--- config.mk ---
export PLATFORM = sky130hd
export DESIGN_NAME = fetch_stage
export DESIGN_NICKNAME = d
export VERILOG_FILES = /design/src/rtl/brisc_pkg.sv /design/src/rtl/fetch_line_buffer.sv /design/src/rtl/fetch_stage.sv
export SDC_FILE = /design/constraint.sdc
export NUM_CORES = 1
export LEC_CHECK = 0
export CAP_MARGIN = 30
export CORE_AREA = 2 2 253 255
export CTS_CLUSTER_DIAMETER = 40
export DETAILED_ROUTE_END_ITERATION = 8
export DIE_AREA = 0 0 255 257
export PLACE_DENSITY = 0.69
export SYNTH_ARGS = -nofsm -noshare
export SYNTH_HDL_FRONTEND = slang
export SYNTH_SLANG_ARGS = --single-unit
--- constraint.sdc ---
create_clock -name clk -period 62.5 [get_ports clk]
set_input_delay 12.5 -clock clk [delete_from_list [all_inputs] [get_ports clk]]
set_output_delay 12.5 -clock clk [all_outputs]
set_load 0.03 [all_outputs]
--- src/rtl/brisc_pkg.sv ---
// Shared brisc core definitions: ISA widths, boot/trap vectors and fetch-stage types.
package brisc_pkg;

  localparam int ILEN           = 32;
  localparam int CACHE_LINE_LEN = 512;

  localparam logic [31:0] NOP       = 32'h0000_0013;
  localparam logic [31:0] PC_BOOT   = 32'h0000_1000;
  localparam logic [31:0] PC_EXCEPT = 32'h0000_2000;

  localparam int LINE_OFFSET_BITS = $clog2(CACHE_LINE_LEN / 8);
  localparam int WORDS_PER_LINE   = CACHE_LINE_LEN / ILEN;

  typedef enum logic [1:0] {
    FETCH_RUN  = 2'd0,
    FETCH_REQ  = 2'd1,
    FETCH_WAIT = 2'd2
  } fetch_state_e;

endpackage

--- src/rtl/fetch_line_buffer.sv ---
// Single-line instruction buffer: line/tag/valid storage, tag compare and word select.
module fetch_line_buffer #(
  parameter int ILEN           = 32,
  parameter int ADDRESS_BITS   = 32,
  parameter int CACHE_LINE_LEN = 512
) (
  input  logic                                              clk,
  input  logic                                              rst_n,
  input  logic                                              fill_en,
  input  logic [ADDRESS_BITS-$clog2(CACHE_LINE_LEN/8)-1:0]  fill_tag,
  input  logic [CACHE_LINE_LEN-1:0]                         fill_data,
  input  logic [ADDRESS_BITS-$clog2(CACHE_LINE_LEN/8)-1:0]  lookup_tag,
  input  logic [$clog2(CACHE_LINE_LEN/ILEN)-1:0]            word_sel,
  output logic                                              hit,
  output logic [ILEN-1:0]                                   word
);

  localparam int OFF_W = $clog2(CACHE_LINE_LEN / 8);
  localparam int TAG_W = ADDRESS_BITS - OFF_W;

  logic [CACHE_LINE_LEN-1:0] line_q;
  logic [TAG_W-1:0]          tag_q;
  logic                      valid_q;

  always_ff @(posedge clk or negedge rst_n) begin
    if (!rst_n) begin
      valid_q <= 1'b0;
    end else if (fill_en) begin
      valid_q <= 1'b1;
    end
  end

  // Line contents are only meaningful once valid_q is set, so they carry no reset.
  always_ff @(posedge clk) begin
    if (fill_en) begin
      line_q <= fill_data;
      tag_q  <= fill_tag;
    end
  end

  assign hit  = valid_q && (tag_q == lookup_tag);
  assign word = line_q[word_sel*ILEN +: ILEN];

endmodule

--- src/rtl/fetch_stage.sv ---
// brisc instruction fetch: PC, line refill FSM and registered F/D interface to decode.
module fetch_stage
  import brisc_pkg::*;
#(
  parameter int                      ILEN           = brisc_pkg::ILEN,
  parameter int                      ADDRESS_BITS   = 32,
  parameter int                      CACHE_LINE_LEN = 512,
  parameter logic [ADDRESS_BITS-1:0] PC_RESET       = PC_BOOT,
  parameter logic [ADDRESS_BITS-1:0] PC_TRAP        = PC_EXCEPT
) (
  input  logic                      clk,
  input  logic                      rst_n,
  input  logic                      stall_i,
  input  logic                      branch_taken_i,
  input  logic [ADDRESS_BITS-1:0]   branch_target_i,
  input  logic                      except_i,
  output logic                      mem_req_o,
  output logic [ADDRESS_BITS-1:0]   mem_addr_o,
  input  logic                      mem_ready_i,
  input  logic                      mem_resp_valid_i,
  input  logic [CACHE_LINE_LEN-1:0] mem_resp_data_i,
  output logic [ILEN-1:0]           instr_o,
  output logic [ADDRESS_BITS-1:0]   pc_o,
  output logic                      valid_o
);

  localparam int OFF_W = $clog2(CACHE_LINE_LEN / 8);
  localparam int SEL_W = $clog2(CACHE_LINE_LEN / ILEN);
  localparam int BYTE_W = $clog2(ILEN / 8);
  localparam logic [ADDRESS_BITS-1:0] LINE_MASK = ~((ADDRESS_BITS'(1) << OFF_W) - ADDRESS_BITS'(1));
  localparam logic [ADDRESS_BITS-1:0] WORD_MASK = ~((ADDRESS_BITS'(1) << BYTE_W) - ADDRESS_BITS'(1));

  fetch_state_e            state_q, state_d;
  logic [ADDRESS_BITS-1:0] pc_q;
  logic [ADDRESS_BITS-1:0] req_addr_q;
  logic [ADDRESS_BITS-1:0] redir_raw;
  logic [ADDRESS_BITS-1:0] redir_target;
  logic                    redir;
  logic                    fill_en;
  logic                    hit;
  logic [ILEN-1:0]         hit_word;

  logic [ILEN-1:0]         instr_p1;
  logic [ADDRESS_BITS-1:0] pc_p1;
  logic                    vld_p1;

  assign redir        = except_i | branch_taken_i;
  assign redir_raw    = except_i ? PC_TRAP : branch_target_i;
  assign redir_target = redir_raw & WORD_MASK;
  assign fill_en      = (state_q == FETCH_WAIT) && mem_resp_valid_i;

  fetch_line_buffer #(
    .ILEN           (ILEN),
    .ADDRESS_BITS   (ADDRESS_BITS),
    .CACHE_LINE_LEN (CACHE_LINE_LEN)
  ) u_line_buffer (
    .clk        (clk),
    .rst_n      (rst_n),
    .fill_en    (fill_en),
    .fill_tag   (req_addr_q[ADDRESS_BITS-1:OFF_W]),
    .fill_data  (mem_resp_data_i),
    .lookup_tag (pc_q[ADDRESS_BITS-1:OFF_W]),
    .word_sel   (pc_q[OFF_W-1 -: SEL_W]),
    .hit        (hit),
    .word       (hit_word)
  );

  // A redirect in RUN moves the PC instead of refilling the stale one.
  always_comb begin
    state_d = state_q;
    case (state_q)
      FETCH_RUN:  if (!redir && !hit)   state_d = FETCH_REQ;
      FETCH_REQ:  if (mem_ready_i)      state_d = FETCH_WAIT;
      FETCH_WAIT: if (mem_resp_valid_i) state_d = FETCH_RUN;
      default:                          state_d = FETCH_RUN;
    endcase
  end

  always_ff @(posedge clk or negedge rst_n) begin
    if (!rst_n) begin
      state_q    <= FETCH_RUN;
      req_addr_q <= '0;
    end else begin
      state_q <= state_d;
      if (state_q == FETCH_RUN && state_d == FETCH_REQ) begin
        req_addr_q <= pc_q & LINE_MASK;
      end
    end
  end

  assign mem_req_o  = (state_q == FETCH_REQ);
  assign mem_addr_o = req_addr_q;

  // ---- F/D register boundary (p1) ----
  always_ff @(posedge clk or negedge rst_n) begin
    if (!rst_n) begin
      pc_q     <= PC_RESET;
      instr_p1 <= NOP;
      pc_p1    <= PC_RESET;
      vld_p1   <= 1'b0;
    end else if (redir) begin
      pc_q     <= redir_target;
      instr_p1 <= NOP;
      pc_p1    <= redir_target;
      vld_p1   <= 1'b0;
    end else if (!stall_i) begin
      if (state_q == FETCH_RUN && hit) begin
        pc_q     <= pc_q + ADDRESS_BITS'(4);
        instr_p1 <= hit_word;
        pc_p1    <= pc_q;
        vld_p1   <= 1'b1;
      end else begin
        instr_p1 <= NOP;
        pc_p1    <= pc_q;
        vld_p1   <= 1'b0;
      end
    end
  end

  assign instr_o = instr_p1;
  assign pc_o    = pc_p1;
  assign valid_o = vld_p1;

endmodule

# == Word level (Yosys, flattened, before mapping) ==
# Cells that the tools add are included.
# classes
n_bitwise,1
add_sub_neg,1
muxes,16
reduce_logical,10
shift,1
eq_ne,5
# op_table
op,count
$shiftx A512 B10 Y32,1
$mux W32,9
$add A32 B3 Y32 const B,1
$eq A26 B26 Y1,1
$mux W2,3
$pmux W2 S3,1
$logic_and A1 B1 Y1,5
$eq A2 B1 Y1 const B,2
$mux W1,3
$eq A2 B2 Y1 const B,1
$logic_not A1 Y1,2
$logic_not A2 Y1,1
$ne A2 B1 Y1 const B,1
$reduce_and A2 Y1,1
$reduce_bool A2 Y1,1
$or A1 B1 Y1,1
# totals
regBits,664
output_inout_bits,98
word_cells,43
in_bits,551

# == Logic depth before layout (Yosys ltp) ==
# depth
ltp_word,8
depth_mapped,10
depth_no_buf,7

# == Cells and area by module ==
# From an unflattened synthesis, not the netlist that was laid out.
# unflattened
hier_cells,1333
area_unflattened_um2,25801.0
# modules_own_cells
module,seq_area_each_um2,area_each_um2,n_inst,cells_per_inst
fetch_line_buffer,16180.5,20181.9,1,846
fetch_stage,3059.2,5619.1,1,487

# == Worst setup path before layout ==
# No wires, ideal clock.
# synth_timing
path_kind,in2reg
from,in mem_resp_valid_i
to,reg u_line_buffer.valid_q
path_stages,3
arrival_time_ps,36475
path_slack_ps,25839
t_required_ps,62314
cell_sequence,inv_1 nor2_1 or2_2
# synth_via
elab_chain_cells,1
# synth_lines
element,line,text
from (decl),fetch_stage.sv:20,"input logic mem_resp_valid_i,"
$logic_and A1 B1 Y1,fetch_stage.sv:50,assign fill_en = (state_q == FETCH_WAIT) && mem_resp_valid_i;
net fill_en,fetch_stage.sv:39,logic fill_en;
to (signal assigned),fetch_line_buffer.sv:27,valid_q <= 1'b0;
to (signal assigned),fetch_line_buffer.sv:29,valid_q <= 1'b1;
to (decl),fetch_line_buffer.sv:23,logic valid_q;
# The timed path passes the listed nets, and every way through them passes these cells.
# A chain may end at the register's enable or synchronous reset.

# == Final worst setup path ==
# layout_timing
from,in mem_resp_valid_i
to,"reg u_line_buffer.line_q[368], enable pin"
# layout_via
elab_chain_cells,1
# layout_lines
element,line,text
$logic_and A1 B1 Y1,fetch_stage.sv:50,
net fill_en,fetch_stage.sv:39,
to (signal assigned),fetch_line_buffer.sv:36,line_q <= fill_data;
to (decl),fetch_line_buffer.sv:21,logic [CACHE_LINE_LEN-1:0] line_q;
# The timed path passes the listed nets, and every way through them passes these cells.

==> summary.log <==
qor: global_route.antenna_found_initial 34
qor: cts.cts_tree yes
qor: final_layout.final_cell_mix clkdlybuf4s50_1, edfxtp_1, mux4_2
qor: final_layout.stdcell_area 37400 um2
qor: cts.total_clock_buffers_created_by_cts 104
qor: cts.cts.repair_timing.setup_buffer_count 0
qor: worst_setup_path.critical_path.slowest_cell buf_4
qor: floorplan.rows 92
qor: cts.cts-resized-gates 0
qor: place.placed_cell_area 33200 um2
qor: place.globalplace.congestion 0.882
qor: worst_setup_path.worst-path-buf-inv 7
qor: sta.finalSetupViolCount 0
qor: power_and_ir_drop.p_per_area 34.5 nW/um2
qor: synth.synth_sequential_area_ratio 0.738
qor: power_and_ir_drop.clock_group_share_of_total_power 0.491
qor: final_layout.areaGrowthSynthToFinish 43.5%
qor: outcome.run_status complete, no violations
qor: worst_setup_path.critical-path-top-cell-by-count buf_4
qor: worst_setup_path.r2r-start pc_q[3]
qor: sta.period_minus_slack 15.41 ns
qor: worst_setup_path.start_kind input pin
qor: cts.cts.hold.buffers_added 0
qor: routing.routed_via_count 15577
qor: final_layout.drive_above_1_share 0.206
qor: floorplan.floorplan.die.width 255 um
qor: synth.synth_edf_count 538
qor: final_layout.final_common_cell clkdlybuf4s50_1
qor: floorplan.dieHeight 257 um
qor: global_route.grt_pass1_wl 111 mm
qor: routing.first_iter_violations 1106
qor: global_route.number_of_global_route_vias_before_repair 16562
qor: power_and_ir_drop.total_leakage_power 0.0128 uW
qor: worst_hold_path.holdCritStartpoint mem_addr_o[17]
qor: sta.fmax 0.0649 GHz
qor: worst_setup_path.path_cells clkdlybuf4s50_1, inv_1, nor2_4, buf_4, buf_4, buf_16, buf_4, buf_16
qor: synth.synthesis.yosys.warnings 0
qor: routing.post_drt_via_cell_ratio 5.31
qor: worst_setup_path.crit_arrival 15.70 ns
qor: synth.synth_top_cell_by_area edfxtp_1
qor: routing.wl_per_cell 26.4 um
qor: power_and_ir_drop.pwr-share-seq 0.409
qor: power_and_ir_drop.power.internal 994 uW
qor: power_and_ir_drop.total_switching_power 296 uW
qor: power_and_ir_drop.p_comb_frac 0.101
qor: worst_setup_path.critPathKind input pin to register
qor: cts.tritoncts_num_sinks 660
qor: synth.synth.ff_latch_count 660
qor: floorplan.initial_core_util 0.415
qor: floorplan.io-pin-count 649
qor: synth.synth-async-reset-ratio 0.185
qor: floorplan.die_area 65500 um2
qor: routing.finalWirelength 77.4 mm
qor: synth.post-synth-top-area-fraction 0.621
qor: job.max_cap_viols 0
qor: sta.final.setup_skew 0.0571 ns
qor: final_layout.finalNetCount 2525
qor: synth.post_synth_inst_count 1291
qor: sta.final-hold-violation-count 0
qor: worst_setup_path.critical_path.top_delay_family buffers and inverters
qor: worst_setup_path.critical_path.reg2reg.endpoint pc_q[24]
qor: worst_setup_path.timing.reg2reg.worst_path_depth 6
qor: worst_setup_path.timing.critical_path.fanout_max 82
qor: worst_setup_path.cp-end-kind register
qor: cts.cts_max_level 3
qor: power_and_ir_drop.vdd_drop_max 0.0281 mV
qor: worst_hold_path.whs_endpoint u_line_buffer.tag_q[11]
qor: sta.post-route-period-util 0.246
qor: worst_setup_path.required 62.79 ns
qor: routing.ant_nets 0
qor: synth.synth.cell_area 26000 um2
qor: worst_setup_path.setup.reg_to_reg.worst_slack 58.74 ns
qor: sta.maxSlewViolCount 0
qor: cts.clk-insertion-delay-late 0.68 ns
qor: synth.syn-mean-instance-area 20.2 um2
qor: sta.final.setup.tns 0 ns
qor: global_route.grt_use_total 0.236
qor: synth.synth-main-ff-cell edfxtp_1
qor: global_route.maximum_number_of_pins_on_one_net_before_global_route_repair 100
qor: cts.clk_root_buffer_cell clkbuf_16
qor: floorplan.core-area 62700 um2
qor: worst_setup_path.cpPeakStageDelay 0.68 ns
qor: worst_hold_path.min_path_type register to register
qor: routing.remaining_drc_errors 0
qor: power_and_ir_drop.p_sw_frac 0.229
qor: cts.clk_pin_slew 0.05 ns
qor: cts.cts-root-to-sink-buffers 3
qor: sta.grt_setup_unrepaired false
qor: place.io_buffer_count 638
qor: synth.largest_cells_by_area_after_synthesis edfxtp_1, mux4_2, dfrtp_1
qor: global_route.overall_overflow_remaining_after_global_route 0
qor: place.place.detailed.hpwl 54.1 mm
qor: synth.number_of_library_cell_types_mapped_by_synthesis 55
qor: worst_hold_path.whs_path_depth 0
qor: sta.timing.slew.headroom 0.335
qor: routing.drt_first_pass_iters 5
qor: sta.timing_worst_slew_pin_value 0.998 ns
==> registers in the layout, indices dropped and copies added (netlist names) <==
signal,cells
u_line_buffer.line_q,512
instr_o,32
pc_o,30
pc_q,30
mem_addr_o,26
u_line_buffer.tag_q,26
state_q,2
u_line_buffer.valid_q,1
valid_o,1
==> cells by family after synthesis <==
family / share of synthesized area
DFF: 0.738
muxes: 0.161
AOI/OAI and AO/OA: 0.0408
and+or+nand+nor: 0.0262
buffers and inverters: 0.0234
xor gates and xnor gates: 0.0100
adders and majority gates: 0.000481
other: 0.000144
==> how the worst max path moves through the flow <==
stage               cells after the start              from  slack, ns                   endpoint
floorplan                               3  mem_resp_valid_i      25.84      u_line_buffer.valid_q
global placement                        6  mem_resp_valid_i      45.93  u_line_buffer.line_q[272]
detailed placement                      7  mem_resp_valid_i      46.14  u_line_buffer.line_q[402]
CTS                                     7  mem_resp_valid_i      46.80  u_line_buffer.line_q[304]
global route                            8  mem_resp_valid_i      47.01  u_line_buffer.line_q[368]
finish                                  8  mem_resp_valid_i      47.09  u_line_buffer.line_q[368]
==> metal layers <==
| metal | part of all wire | GRT usage | up-vias | routed length, um |
|---|---|---|---|---|
| li1 | - | - | 6717 | - |
| met1 | 0.37 | 0.275 | 7982 | 28300 |
| met2 | 0.52 | 0.412 | 695 | 40200 |
| met3 | 0.083 | 0.0782 | 161 | 6420 |
| met4 | 0.030 | 0.0692 | 22 | 2350 |
| met5 | 0.0020 | 0 | - | 153 |
==> cells in the mapped netlist, types with 2 or more instances <==
library cell,instances
dfrtp_1,117
o22a_1,3
buf_4,10
mux4_2,160
nand3_1,11
xnor2_2,2
nand2_1,20
o21ai_1,2
dfstp_2,5
a311oi_1,6
and2_1,2
nand4_1,16
mux2i_1,28
inv_1,29
clkbuf_1,44
edfxtp_1,538
buf_2,24
a211o_1,2
a31oi_1,2
and3_1,5
nor4_2,2
nor4_1,10
nor3_2,2
nor2_1,21
a211oi_1,12
xnor2_1,23
buf_6,10
xor2_1,3
a32o_1,29
nor3_1,14
o21ai_0,7
a21oi_1,23
or2_2,3
a21boi_0,20
mux2_2,27
buf_1,7
o21a_1,10
or3_1,6
nand2b_1,4
o31a_1,16
a21boi_1,2
==> final cells by class <==
type,instances,area [um2]
well taps,846,1060
diodes,23,57.6
clock inverters,78,1180
clock buffers,120,2760
flip-flops and latches,660,19200
repair buffers,664,6700
fillers,4550,25400
multi-input cells,514,6250
inverters,29,109
==> power groups by stage <==
stage | Sequential [uW] | Combinational (uW) | Clock, uW
floorplan | 563 | 54.5 | 0
global placement | 534 | 127 | 0
detailed placement | 536 | 129 | 0
CTS | 527 | 130 | 642
global route | 530 | 138 | 662
finish | 527 | 130 | 633
==> metrics by stage <==
stage               setup slack (ns)  power (uW)  hold slack, ns  cells   util
floorplan                      25.84         617           0.439   1298      -
global placement               45.93         661           0.456   2707  0.529
CTS                            46.80        1300           0.479   2907  0.593
global route                   47.01        1330           0.487   2922  0.595
finish                         47.09        1290           0.477   2934  0.595
detailed placement             46.14         665           0.462   2709  0.530
No activity file was read; power rests on OpenSTA's default activity.
